$ cat src/rtl/wrap_timer.sv
// wrap_timer: counts upstream 4-bit counter wraps up to a latched limit, raises a sticky IRQ
// with ACK handshake and drives a registered 16-step PWM. Option macro: WRAP_TIMER_AUTORELOAD_EN.
module wrap_timer #(
  parameter int WIDTH = 8
) (
  input  logic             CLK,
  input  logic             ASYNCRESET,
  input  logic             COUT,
  input  logic [3:0]       I,
  input  logic             START,
  input  logic             STOP,
  input  logic             ACK,
  input  logic [WIDTH-1:0] LIMIT,
  input  logic [3:0]       DUTY,
  output logic             BUSY,
  output logic             IRQ,
  output logic [WIDTH-1:0] COUNT,
  output logic             PWM
);

  typedef enum logic [1:0] {
    ST_IDLE = 2'd0,
    ST_RUN  = 2'd1,
    ST_DONE = 2'd2
  } state_t;

  state_t           state_r;
  state_t           state_nxt_s;
  logic [WIDTH-1:0] limit_r;
  logic [WIDTH-1:0] limit_nxt_s;
  logic [WIDTH-1:0] count_r;
  logic [WIDTH-1:0] count_nxt_s;
  logic [WIDTH-1:0] count_inc_s;
  logic [3:0]       duty_r;
  logic [3:0]       duty_nxt_s;
  logic             busy_r;
  logic             irq_r;
  logic             irq_nxt_s;
  logic             irq_set_s;
  logic             irq_clr_s;
  logic             pwm_r;
  logic             pwm_nxt_s;
  logic             terminal_s;

  assign count_inc_s = count_r + {{(WIDTH-1){1'b0}}, 1'b1};
  assign terminal_s  = COUT && (count_inc_s == limit_r);

  // State register
  always_ff @(posedge CLK or posedge ASYNCRESET) begin
    if (ASYNCRESET) begin
      state_r <= ST_IDLE;
    end else begin
      state_r <= state_nxt_s;
    end
  end

  // Next-state logic; STOP outranks a terminal wrap in RUN
  always_comb begin
    state_nxt_s = state_r;
    case (state_r)
      ST_IDLE: begin
        if (START) begin
          if (LIMIT == {WIDTH{1'b0}}) begin
            state_nxt_s = ST_DONE;
          end else begin
            state_nxt_s = ST_RUN;
          end
        end else begin
          state_nxt_s = ST_IDLE;
        end
      end
      ST_RUN: begin
        if (STOP) begin
          state_nxt_s = ST_IDLE;
        end else if (terminal_s) begin
`ifdef WRAP_TIMER_AUTORELOAD_EN
          state_nxt_s = ST_RUN;
`else
          state_nxt_s = ST_DONE;
`endif
        end else begin
          state_nxt_s = ST_RUN;
        end
      end
      ST_DONE: begin
        if (ACK) begin
          state_nxt_s = ST_IDLE;
        end else begin
          state_nxt_s = ST_DONE;
        end
      end
      default: begin
        state_nxt_s = ST_IDLE;
      end
    endcase
  end

  // Next values of the registered outputs and latched configuration
  always_comb begin
    limit_nxt_s = limit_r;
    duty_nxt_s  = duty_r;
    count_nxt_s = count_r;
    irq_set_s   = 1'b0;
    pwm_nxt_s   = 1'b0;
    case (state_r)
      ST_IDLE: begin
        if (START) begin
          limit_nxt_s = LIMIT;
          duty_nxt_s  = DUTY;
          count_nxt_s = {WIDTH{1'b0}};
          irq_set_s   = (LIMIT == {WIDTH{1'b0}});
        end else begin
          irq_set_s   = 1'b0;
        end
      end
      ST_RUN: begin
        pwm_nxt_s = (I < duty_r);
        if (STOP) begin
          count_nxt_s = count_r;
        end else if (terminal_s) begin
          irq_set_s = 1'b1;
`ifdef WRAP_TIMER_AUTORELOAD_EN
          count_nxt_s = {WIDTH{1'b0}};
`else
          count_nxt_s = count_inc_s;
`endif
        end else if (COUT) begin
          count_nxt_s = count_inc_s;
        end else begin
          count_nxt_s = count_r;
        end
      end
      ST_DONE: begin
        count_nxt_s = count_r;
      end
      default: begin
        count_nxt_s = {WIDTH{1'b0}};
      end
    endcase

    // A set in the same cycle as ACK leaves IRQ high
`ifdef WRAP_TIMER_AUTORELOAD_EN
    irq_clr_s = ACK;
`else
    irq_clr_s = ACK && (state_r == ST_DONE);
`endif
    if (irq_set_s) begin
      irq_nxt_s = 1'b1;
    end else if (irq_clr_s) begin
      irq_nxt_s = 1'b0;
    end else begin
      irq_nxt_s = irq_r;
    end
  end

  // Output and configuration registers
  always_ff @(posedge CLK or posedge ASYNCRESET) begin
    if (ASYNCRESET) begin
      limit_r <= {WIDTH{1'b0}};
      duty_r  <= 4'd0;
      count_r <= {WIDTH{1'b0}};
      busy_r  <= 1'b0;
      irq_r   <= 1'b0;
      pwm_r   <= 1'b0;
    end else begin
      limit_r <= limit_nxt_s;
      duty_r  <= duty_nxt_s;
      count_r <= count_nxt_s;
      busy_r  <= (state_nxt_s == ST_RUN);
      irq_r   <= irq_nxt_s;
      pwm_r   <= pwm_nxt_s;
    end
  end

  assign BUSY  = busy_r;
  assign IRQ   = irq_r;
  assign COUNT = count_r;
  assign PWM   = pwm_r;

endmodule

$ cat config.mk
export PLATFORM = sky130hd
export DESIGN_NAME = wrap_timer
export DESIGN_NICKNAME = d
export VERILOG_FILES = /design/src/rtl/wrap_timer.sv
export SDC_FILE = /design/constraint.sdc
export NUM_CORES = 1
export LEC_CHECK = 0
export BUFFER_PORTS_ARGS = -buffer_cell sky130_fd_sc_hd__buf_2
export CAP_MARGIN = 5
export CORE_MARGIN = 10
export CORE_UTILIZATION = 54
export DETAILED_ROUTE_END_ITERATION = 16
export PLACE_DENSITY = 0.88
export SLEW_MARGIN = 25
export SYNTH_ARGS = -nofsm -noshare
export SYNTH_HDL_FRONTEND = slang
export SYNTH_SLANG_ARGS = --single-unit
$ cat constraint.sdc
create_clock -name CLK -period 5.1 [get_ports CLK]
set_input_delay 0.255 -clock CLK [delete_from_list [all_inputs] [get_ports CLK]]
set_output_delay 0.255 -clock CLK [all_outputs]
set_load 0.01 [all_outputs]
======== After elaboration in Yosys (flattened, before gate mapping) ========
Index checks and enable logic that the tools add are counted.
operators by class
  reductions and logical operators ........ 7
  magnitude comparators ................... 1
  bitwise logic cells ..................... 1
  add/sub/neg operators ................... 1
  multiplexer cells ....................... 18
  equal/unequal tests ..................... 7
operators with widths
  kind                                                 number
  2-to-1 mux 8 bit                                     4
  case mux 8 bit (3 select lines)                      1
  2-to-1 mux 2 bit                                     5
  adder 8 x 1 -> 8 bit, second input constant          1
  equality test 8 bit                                  1
  logical NOT 8 bit                                    1
  2-to-1 mux 1 bit                                     6
  case mux 2 bit (3 select lines)                      1
  equality test 2 x 1 -> 1 bit, second input constant  2
  < comparator 4 bit                                   1
  != test 2 bit, second input constant                 2
  AND reduction 4 bit                                  1
  != test 3 bit, second input constant                 1
  equality test 2 bit, second input constant           1
  logical AND 1 bit                                    2
  logical NOT 2 bit                                    1
  case mux 1 bit (2 select lines)                      1
  AND reduction 2 bit                                  1
  nonzero test 2 bit                                   1
  NOT 1 bit                                            1
storage, ports and cells
  output and inout bits ................... 11
  input port bits ......................... 22
  word-level logic and storage cells ...... 42
  register bits after elaboration ......... 25

======== Longest topological paths before layout ========
Gate-level depths: netlist of run 1.
  depth in word-level cells ............... 7
  gate-level depth with buffers ........... 7
  gate-level depth less buffers ........... 6

======== Worst setup path before layout of run 1 ========
Ideal clock, no wire load.
  path type ............................... flip-flop to flip-flop
  start ................................... reg count_r[0] (netlist: COUNT[0])
  end ..................................... reg busy_r (netlist: BUSY)
  buffers on the path ..................... 1
  setup time .............................. 0.121 ns
  arrival ................................. 1.873 ns
  required time ........................... 4.979 ns
  stages on the path, launching flop included .. 8
  period minus slack after synthesis ...... 1.994 ns
  slack ................................... 3.106 ns
  path through ............................ dfrtp_1 ha_1 buf_2 and2_1 o31a_1 a311oi_1 o2111ai_1 o22a_1
on the way
  longest elaborated chain between the ends .. 7
RTL lines
  element                          RTL line  source
  start, declared                  31        logic [WIDTH-1:0] count_r;
  start signal, assigned           161       count_r <= {WIDTH{1'b0}};
  start signal, assigned           168       count_r <= count_nxt_s;
  adder 8 x 1 -> 8 bit             45        assign count_inc_s = count_r + {{(WIDTH-1){1'b0}}, 1'b1};
  equality test 8 bit              46        assign terminal_s = COUT && (count_inc_s == limit_r);
  logical AND 1 bit                46
  2-to-1 mux 2 bit                 75        end else if (terminal_s) begin
  2-to-1 mux 2 bit                 73        if (STOP) begin
  case mux 2 bit (3 select lines)  60        case (state_r)
  equality test 2 x 1 -> 1 bit     169       busy_r <= (state_nxt_s == ST_RUN);
  end signal, assigned             169
  end, declared                    36        logic busy_r;
No other way between the ends.
A chain may end at the register's enable or synchronous reset.

======== Worst setup path after layout of run 1 ========
  start ................................... reg count_r[0] (netlist: COUNT[0])
  end ..................................... reg state_r[0]
on the way
  longest elaborated chain between the ends .. 6
RTL lines
  element                          RTL line  source
  adder 8 x 1 -> 8 bit             45
  equality test 8 bit              46
  logical AND 1 bit                46
  2-to-1 mux 2 bit                 75
  2-to-1 mux 2 bit                 73
  case mux 2 bit (3 select lines)  60
  named net state_nxt_s[0]         28        state_t state_nxt_s;
  end signal, assigned             53        state_r <= state_nxt_s;
  end, declared                    27        state_t state_r;
The timed path passes the listed nets, and every way through them passes these cells.

==> metrics.txt, run 1 <==
run status=finished with violations; failing checks=negative hold slack; area grow syn2layout=15.0%; gpl congestion=0.864; sequential cell area=around 630 sq um; Peak VDD IR=between 0.2 and 0.3 mV; Slowest-stage cell, CP=dfrtp_1; met2 usage=25.1%; cts repair resizes=0; multi-input logic area=approximately 740 sq um; Ports=33; Die W=71.0 um; Yosys warnings=0; Nets=~200; Synth area leaders=dfrtp_1, mux2_2, o21ai_0; largest net degree at the start of global routing=26; post-route insts no fill=201; Clk Latency, worst-skew pair=320 ps; Critical Path End Type=register; worst hold slack=-21.5 ps; total grt overflow=0; Final TNS setup=0 ps; Syn Inst Count=139; clock root cell=clkbuf_4; # fillers=221; initial drt markers=233; CTS tree=yes; Pre-Repair DR Iteration Count=4; initial antenna violation count=0; Critical Path Start Type=register; Sequential Power Share=approximately 53%; core box area=2480 sq um; power per cell area=between 300 and 400 nW/um^2; Min Clock Period, post-route=2220 ps; placed insts=197; Worst Clk Skew=5.49 ps; Yosys top cell by area=dfrtp_1; Critical Path AT=2440 ps; final wirelength=roughly 3500 um; syn_nets=165; Seq/Total Area, Yosys=44.5%; Hold Fails Final Rpt=25; H-tree levels=1; Final Cycle Share=43.5%; fin. max-slew vios=0; Clk pwr share=a little under a fifth; Buffers on Ports=32; critical path type=reg2reg; met1 global-route usage=15.4%; CTS Sinks=25; CP bufs+invs=0; post-CTS setup buffer count=0; Max-slew headroom=42.1%; RSZ-0062 raised after global routing=false; Die Y=71.0 um; die area=5040 sq um; Cell Rows=18; n_diodes=0; Vias/cell=6.03; overall global routing resource usage=~14%; Synth cell types=39; internal power=0.329 mW; first-pass GRT wire length=6070 um; DRC viols=0; number of global-route vias before repair=1322; Worst Hold Class=in2async; Cell Chain, Critical Path=ha_1 > and2_1 > a21oi_1 > o311a_2 > a2111o_1 > o22a_1; most frequent cells in the layout=buf_2, dfrtp_1, nand2_1, o21ai_0, mux2_2; switch share=32.7%; largest stage delay on the critical path=530 ps; flops & latches, synth=25; fmax=~450 MHz; Crit path max-delay family=compound AO/OA/AOI/OAI gates; slew at the pin closest to its max-slew limit=863 ps; syn_area_per_cell=10.1 sq um; Final setup viols=0; Leak=0.726 nW; Num CTS Buffers=3; gr busiest metal=met2; met3 Use GR=6.00%; Routed Antenna Nets=0; net load switching power=0.160 mW; post-synth top area share=between 40% and 50%; # hold bufs at CTS=0; combinational group share of total power=27.4%; Max Cap Viol=0; synthesized cell area=1410 sq um; average wire per standard cell=~17 um; DR vias=1213; commonest non-fill, non-tap cell in the layout=buf_2; Initial Utilization=56.7%; clock buffer depth=2; dpl hpwl=~2800 um; required time of the critical path=5320 ps; maximum fanout along the worst path=10; Clk pin slew, worst setup/hold paths=140 ps; fraction of layout cells with a size suffix above 1=29.2%
[per-layer routing]
metal / vias to the layer above / wire length (um) / share of wire, %
li1: 568 / - / -
met1: 573 / 1290 / 37
met2: 64 / 1810 / 52
met3: 8 / 334 / 9.6
met4: 0 / 61 / 1.7
met5: - / 0 / 0
[path summary, 6_finish.rpt]
path | from | slack, ps | end | cells past startpoint
max reg2reg | COUNT[0] | 2880 | state_r[0] | 6
max in group asynchronous | ASYNCRESET | 4720 | limit_r[7] | 2
min in group CLK | DUTY[3] | 130 | duty_r[3] | 3
min | ASYNCRESET | -20 | COUNT[1] | 2
max | COUNT[0] | 2880 | state_r[0] | 6
min reg2reg | duty_r[0] | 550 | duty_r[0] | 1
[cells in the mapped netlist]
master / number
a311oi_1: 1
xnor2_1: 5
nand4_1: 1
nor2_1: 7
and4_4: 2
a31oi_1: 1
clkbuf_1: 1
o311a_2: 1
a32o_1: 1
a21oi_1: 7
a2bb2oi_1: 1
nand2b_1: 3
maj3_1: 1
o2111ai_1: 3
o22a_1: 2
or4_1: 2
nand2_1: 14
o41ai_1: 1
and2_1: 1
buf_6: 1
a21o_1: 1
o31a_1: 1
o22ai_1: 1
o21ai_0: 14
nand3_1: 4
buf_2: 2
ha_1: 4
nor2b_1: 2
inv_1: 6
o31ai_1: 2
nor4bb_1: 1
a2111o_1: 1
or3_1: 1
nor3b_2: 1
dfrtp_1: 25
xor2_1: 4
mux2_2: 10
nor3b_1: 2
o21ai_1: 1
[stage by stage]
stage               setup slack [ps]  utilization [%]  area (sq um)  hold WS [ps]  total power, mW
floorplan                       3110                -          1410           282            0.350
global placement                2970             63.7          1580           465            0.385
detailed placement              2900             63.7          1580           471            0.399
CTS                             2850             64.9          1610           126            0.492
global route                    2800             65.2          1620          5.75            0.525
finish                          2880             65.2          1620         -21.5            0.489
[power by group through the flow]
| stage | Combinational (mW) | Clock [mW] | Sequential (mW) |
|---|---|---|---|
| 3_5_place_dp | 0.135 | 0 | 0.264 |
| 4_1_cts | 0.136 | 0.0967 | 0.260 |
| 3_3_place_gp | 0.125 | 0 | 0.260 |
| 2_1_floorplan | 0.0920 | 0 | 0.258 |
| 5_1_grt | 0.152 | 0.107 | 0.267 |
| 6_report | 0.134 | 0.0941 | 0.261 |
[cell families after synthesis]
group / after synthesis / share of synthesized area (%)
compound gates: 39 / 18.3
buf+inv: 10 / 3.38
xor+xnor: 9 / 5.61
flops: 25 / 44.5
simple gates: 41 / 15.9
mux: 10 / 8.01
fa+ha+maj: 5 / 4.27
[sequential cells by signal (all words and copies together), names as in the netlist]
signal and count:
duty_r 4, limit_r 8, PWM 1, state_r 2, COUNT 8, IRQ 1, BUSY 1
[layout make-up]
class,instances,area share (%)
timing repair buffer,32,9.91
inverter,6,1.39
multi-input combinational,104,45.7
sequential,25,38.7
clock buffer,3,1.39
tap,30,2.32
clock inverter,1,0.542
[worst reg2reg max path: stages, from the launching register on]
cell and delay, ps:
dfrtp_1 530, ha_1 410, and2_1 220, a21oi_1 80, o311a_2 340, a2111o_1 350
o22a_1 190
Note: power is estimated with default switching activity, not from simulation.
==> inputs of run 2 (changes only) <==
--- a/config.mk
+++ b/config.mk
@@ -8,9 +8,9 @@
 export BUFFER_PORTS_ARGS = -buffer_cell sky130_fd_sc_hd__buf_2
 export CAP_MARGIN = 5
 export CORE_MARGIN = 10
-export CORE_UTILIZATION = 54
+export CORE_UTILIZATION = 47
 export DETAILED_ROUTE_END_ITERATION = 16
-export PLACE_DENSITY = 0.88
+export PLACE_DENSITY = 0.82
 export SLEW_MARGIN = 25
 export SYNTH_ARGS = -nofsm -noshare
 export SYNTH_HDL_FRONTEND = slang
==> constraint.sdc (replaced) <==
create_clock -name CLK -period 1.8 [get_ports CLK]
set_input_delay 0.09 -clock CLK [delete_from_list [all_inputs] [get_ports CLK]]
set_output_delay 0.09 -clock CLK [all_outputs]
set_load 0.01 [all_outputs]
==> metrics.txt, run 2 (synthesis gave the netlist of run 1 again) <==
n_diodes=0 (unchanged); Hold Fails Final Rpt=1 (-96%); Max-slew headroom=56.0% (+14 points); Min Clock Period, post-route=1790 ps (-426 ps); first-pass GRT wire length=6070 um (unchanged); most frequent cells in the layout=buf_2, dfrtp_1, buf_4; slew at the pin closest to its max-slew limit=660 ps (-203 ps); Nets=219 (+11%); overall global routing resource usage=13.7% (-0.70 points); Peak VDD IR=0.446 mV (+57%); commonest non-fill, non-tap cell in the layout=buf_2; critical path type=reg2reg; CTS tree=yes; initial antenna violation count=0 (unchanged); met1 wire length=1490 um (+15%); average wire per standard cell=16.8 um (-3.1%); CTS Sinks=25 (unchanged); Critical Path End Type=register; Buffers on Ports=32 (unchanged); Max Cap Viol=0 (unchanged); run status=finished with violations; max layer used=met4; required time of the critical path=2020 ps (-3300 ps); DRC viols=0 (unchanged); gpl congestion=0.927 (+7.2%); dpl hpwl=2910 um (+4.0%); fmax=557 MHz (+24%); number of global-route vias before repair=1350 (+2.1%); worst hold slack=-0.526 ps (+21.0 ps); area grow syn2layout=32.0%; Clk Latency, worst-skew pair=330 ps (about the same); Cell Rows=19 (+1); routed wl met3=304 um (-9.0%); largest net degree at the start of global routing=26 (unchanged); Critical Path Start Type=register; R2R depth=6 (unchanged); Die W=74.7 um (+5.2%); final wirelength=3760 um (+7.5%); Pre-Repair DR Iteration Count=4 (unchanged); total grt overflow=0 (unchanged); fraction of layout cells with a size suffix above 1=41.7% (+12 points); Final setup viols=0 (unchanged); core box area=2810 sq um (+13%); DR vias=1309 (+7.9%); Leak=0.837 nW (+15%); worst setup path endpoint=state_r[0]; Ports=33 (unchanged); RSZ-0062 raised after global routing=true; Final Cycle Share=99.7% (+56 points); power per cell area=788 nW/um^2 (+160%); Worst R2R Start=COUNT[1]; Worst R2R Setup Slack=6 ps (-2870 ps); capturing point of the worst reg2reg path=state_r[0]; Initial Utilization=50.1% (-6.6 points); post-route insts no fill=223 (+11%); Routed Antenna Nets=0 (unchanged); Worst Hold Class=in2reg; Vias/cell=5.87 (-2.7%); fin. max-slew vios=0 (unchanged); Num CTS Buffers=3 (unchanged); H-tree levels=1 (unchanged); failing checks=negative hold slack; Clk pin slew, worst setup/hold paths=150 ps (about the same); maximum fanout along the worst path=4 (-6); Critical Path AT=2010 ps (-430 ps); Worst Clk Skew=15.7 ps (+10.3 ps); die area=5580 sq um (+11%); Met2 Wirelength=1870 um (+3.7%); placed insts=213 (+8.1%); crit path from=COUNT[1]; initial drt markers=124 (-47%); clock root cell=clkbuf_4; Die Y=74.7 um (+5.2%); clock buffer depth=2 (unchanged)
==> run 2: changes by cell type in the layout (fill, tap and decap cells not counted), moves of 2 or more <==
cell / delta
o2111ai_1: -2
a21oi_2: +2
dlygate4sd3_1: +5
o2111ai_2: +2
a21oi_1: -2
dfrtp_2: +3
buf_4: +15
dfrtp_1: -3
==> run 2: per-layer routing <==
metal / up-vias / global-route usage, %
met3: 10 / 4.34
met2: 51 / 24.0
met5: - / 0
met4: 0 / 4.20
met1: 637 / 15.4
li1: 611 / -
==> run 2: power by group <==
group | total (mW) | switching (mW) | internal, mW
sequential | 0.726 | 0.0737 | 0.653
clock | 0.263 | 0.176 | 0.0868
combinational | 0.471 | 0.228 | 0.243
total | 1.46 | 0.478 | 0.983
==> run 2: worst min path at each step <==
| stage | endpoint | slack [ps] | cells after the start | start |
|---|---|---|---|---|
| after floorplan | BUSY | 120 | 1 | ASYNCRESET |
| after global placement | duty_r[0] | 150 | 3 | ASYNCRESET |
| after detailed placement | duty_r[0] | 160 | 3 | ASYNCRESET |
| after CTS | limit_r[1] | 6 | 2 | LIMIT[1] |
| after global routing | limit_r[1] | -4 | 2 | LIMIT[1] |
| final | limit_r[1] | -0.5 | 2 | LIMIT[1] |
==> run 2: timing repair <==
item	4_1_cts	5_1_grt
resized for setup	0	9
endpoints found under the setup margin	0	4
hold buffers	5	0
setup buffers	0	1
endpoints found under the hold margin	29	0
==> run 2: final cells by class <==
class | instances | area [sq um]
clock buffers | 4 | 26.3
well taps | 31 | 38.8
flip-flops and latches | 25 | 629
fillers | 246 | 951
multi-input cells | 104 | 803
repair buffers | 53 | 334
inverters | 6 | 22.5
==> run 2: through the flow <==
stage | utilization (%) | area, sq um | setup TNS (ps) | power, mW | worst slack [ps]
finish | 66.1 | 1850 | 0 | 1.46 | 5.81
global route | 66.1 | 1850 | -220 | 1.55 | -73.6
CTS | 64.3 | 1800 | 0 | 1.44 | 1.74
detailed placement | 61.6 | 1730 | 0 | 1.18 | 23.7
global placement | 61.6 | 1730 | 0 | 1.15 | 88.9
floorplan | - | 1450 | -85.1 | 1.01 | -42.6
==> run 2: worst max-delay path, stage by stage (launching register included) <==
cell	delay, ps
dfrtp_2	450
ha_4	180
nor2_4	120
a21oi_2	40
o311a_2	330
a2111o_1	350
o22a_1	200
==> inputs of run 3 (changes only) <==
--- a/config.mk
+++ b/config.mk
@@ -8,9 +8,9 @@
 export BUFFER_PORTS_ARGS = -buffer_cell sky130_fd_sc_hd__buf_2
 export CAP_MARGIN = 5
 export CORE_MARGIN = 10
-export CORE_UTILIZATION = 47
+export CORE_UTILIZATION = 53
 export DETAILED_ROUTE_END_ITERATION = 16
-export PLACE_DENSITY = 0.82
+export PLACE_DENSITY = 0.87
 export SLEW_MARGIN = 25
 export SYNTH_ARGS = -nofsm -noshare
 export SYNTH_HDL_FRONTEND = slang
==> constraint.sdc (replaced) <==
create_clock -name CLK -period 1.9 [get_ports CLK]
set_input_delay 0.095 -clock CLK [delete_from_list [all_inputs] [get_ports CLK]]
set_output_delay 0.095 -clock CLK [all_outputs]
set_load 0.01 [all_outputs]
==> metrics.txt, run 3 (synthesis gave the netlist of run 1 again) <==
run status=finished clean; most frequent cells in the layout=buf_2, dfrtp_1, nand2_1, o21ai_0, buf_4; Critical Path Start Type=register; required time of the critical path=2120 ps (+100 ps); R2R depth=6 (unchanged); Worst R2R Start=COUNT[1]; dpl hpwl=2690 um (-7.5%); DR vias=1248 (-4.7%); crit path from=COUNT[1]; Die Y=71.5 um (-4.3%); Crit path max-delay family=compound AO/OA/AOI/OAI gates; CP bufs+invs=0 (unchanged); RSZ-0062 raised after global routing=true; largest net degree at the start of global routing=20 (-23%); Cell Chain, Critical Path=ha_4 > and2_4 > o31a_1 > a311oi_2 > o2111ai_2 > o22a_1; power per cell area=753 nW/um^2 (-4.3%); Num CTS Buffers=3 (unchanged); clock root cell=clkbuf_4; maximum fanout along the worst path=7 (+3); slew at the pin closest to its max-slew limit=658 ps (-2.59 ps); commonest non-fill, non-tap cell in the layout=buf_2; core box area=2500 sq um (-11%); Worst Clk Skew=8.27 ps (-7.47 ps); placed cell area=1660 sq um (-3.6%); CTS tree=yes; Final setup viols=0 (unchanged); Hold Fails Final Rpt=0 (-1); fraction of layout cells with a size suffix above 1=37.2% (-4.4 points); area grow syn2layout=26.8%; Routed Antenna Nets=0 (unchanged); final wirelength=3580 um (-4.6%); Worst R2R Setup Slack=30 ps (+20 ps); Worst Hold Class=in2reg; Leak=0.811 nW (-3.1%); total grt overflow=0 (unchanged); Final Cell Area=1780 sq um (-3.9%); gpl congestion=0.886 (-4.4%); die area=5110 sq um (-8.3%); clock buffer depth=2 (unchanged); CTS Sinks=25 (unchanged); Vias/cell=5.72 (-2.5%); Critical Path End Type=register; critical path type=reg2reg; average wire per standard cell=16.4 um (-2.4%); capturing point of the worst reg2reg path=BUSY; fin util=71.3% (+5.2 points); overall global routing resource usage=14.0% (+0.32 points); Peak VDD IR=0.538 mV (+21%); Clk pin slew, worst setup/hold paths=140 ps (about the same); initial antenna violation count=0 (unchanged); Final TNS setup=0 ps (unchanged); placed insts=205 (-3.8%); n_diodes=0 (unchanged); Slowest-stage cell, CP=dfrtp_2; Pre-Repair DR Iteration Count=4 (unchanged); Cell Rows=18 (-1); Ports=33 (unchanged); number of global-route vias before repair=1283 (-5.0%); initial drt markers=77 (-38%); Critical Path AT=2090 ps (+80 ps); Die W=71.5 um (-4.3%); fin. max-slew vios=0 (unchanged); largest stage delay on the critical path=450 ps (about the same); Min Clock Period, post-route=1870 ps (+78.6 ps); Buffers on Ports=32 (unchanged); Final Cycle Share=98.6% (-1.1 points); Initial Utilization=56.2% (+6.1 points); worst setup path endpoint=BUSY; Max-slew headroom=56.1% (+0.12 points); fmax=534 MHz (-4.2%); Hold Path Stages=2 (unchanged); post-route insts no fill=218 (-2.2%); Nets=215 (-1.8%); Max Cap Viol=0 (unchanged); CP Depth=6 (unchanged); DRC viols=0 (unchanged); first-pass GRT wire length=6070 um (-0.12%); Clk Latency, worst-skew pair=310 ps (-20 ps); H-tree levels=1 (unchanged)
==> run 3: changes by cell type in the layout (fill, tap and decap cells not counted), sizes merged <==
cell | before | now
buf | 48 | 45
dlygate4sd3 | 5 | 4
==> run 3: where the power goes <==
group | leakage [nW] | internal, mW | total, mW | switching, mW
Sequential | 0.309 | 0.618 | 0.693 | 0.0752
Clock | 0.0150 | 0.0819 | 0.233 | 0.151
Combinational | 0.487 | 0.220 | 0.416 | 0.196
==> run 3: worst min-delay path by stage <==
stage / startpoint / slack [ps] / to
floorplan: ASYNCRESET / 120 / BUSY
global placement: ASYNCRESET / 200 / duty_r[1]
detailed placement: ASYNCRESET / 220 / duty_r[2]
CTS: DUTY[0] / 0.5 / duty_r[0]
global route: DUTY[0] / 9 / duty_r[0]
finish: DUTY[0] / 5 / duty_r[0]
==> run 3: timing repair <==
action | in CTS | in global routing
resized for setup | 1 | 2
hold buffers | 4 | 0
hold endpoints to repair | 19 | 0
setup endpoints to repair | 2 | 4
buffers inserted | 0 | 5
pin swaps | 1 | 7
==> run 3: worst register-to-register path, stage by stage, from the launching register on <==
cell and delay, ps:
dfrtp_2 450, ha_4 190, and2_4 150, o31a_1 240
a311oi_2 340, o2111ai_2 200, o22a_1 210
==> run 3: cell type report <==
| type | count | area (sq um) |
|---|---|---|
| multi-input cells | 104 | 766 |
| fillers | 192 | 718 |
| flip-flops and latches | 25 | 628 |
| repair buffers | 49 | 302 |
| well taps | 30 | 37.5 |
| clock buffers | 4 | 26.3 |
| inverters | 6 | 22.5 |
==> run 3: per-layer routing <==
metal	up-vias	GRT usage [%]	part of all wire, %
li1	613	-	-
met1	604	17.0	42
met2	29	23.7	53
met3	2	3.17	5.2
met4	0	4.52	0.25
met5	-	0	0
==> run 3: stage by stage <==
| step | worst slack [ps] | power [mW] | hold WS (ps) |
|---|---|---|---|
| floorplan | 0.654 | 0.957 | 122 |
| CTS | 21.6 | 1.33 | 0.549 |
| detailed placement | -3.42 | 1.09 | 216 |
| global placement | 94.4 | 1.07 | 196 |
| global route | -39.4 | 1.42 | 8.53 |
| finish | 27.3 | 1.34 | 4.69 |
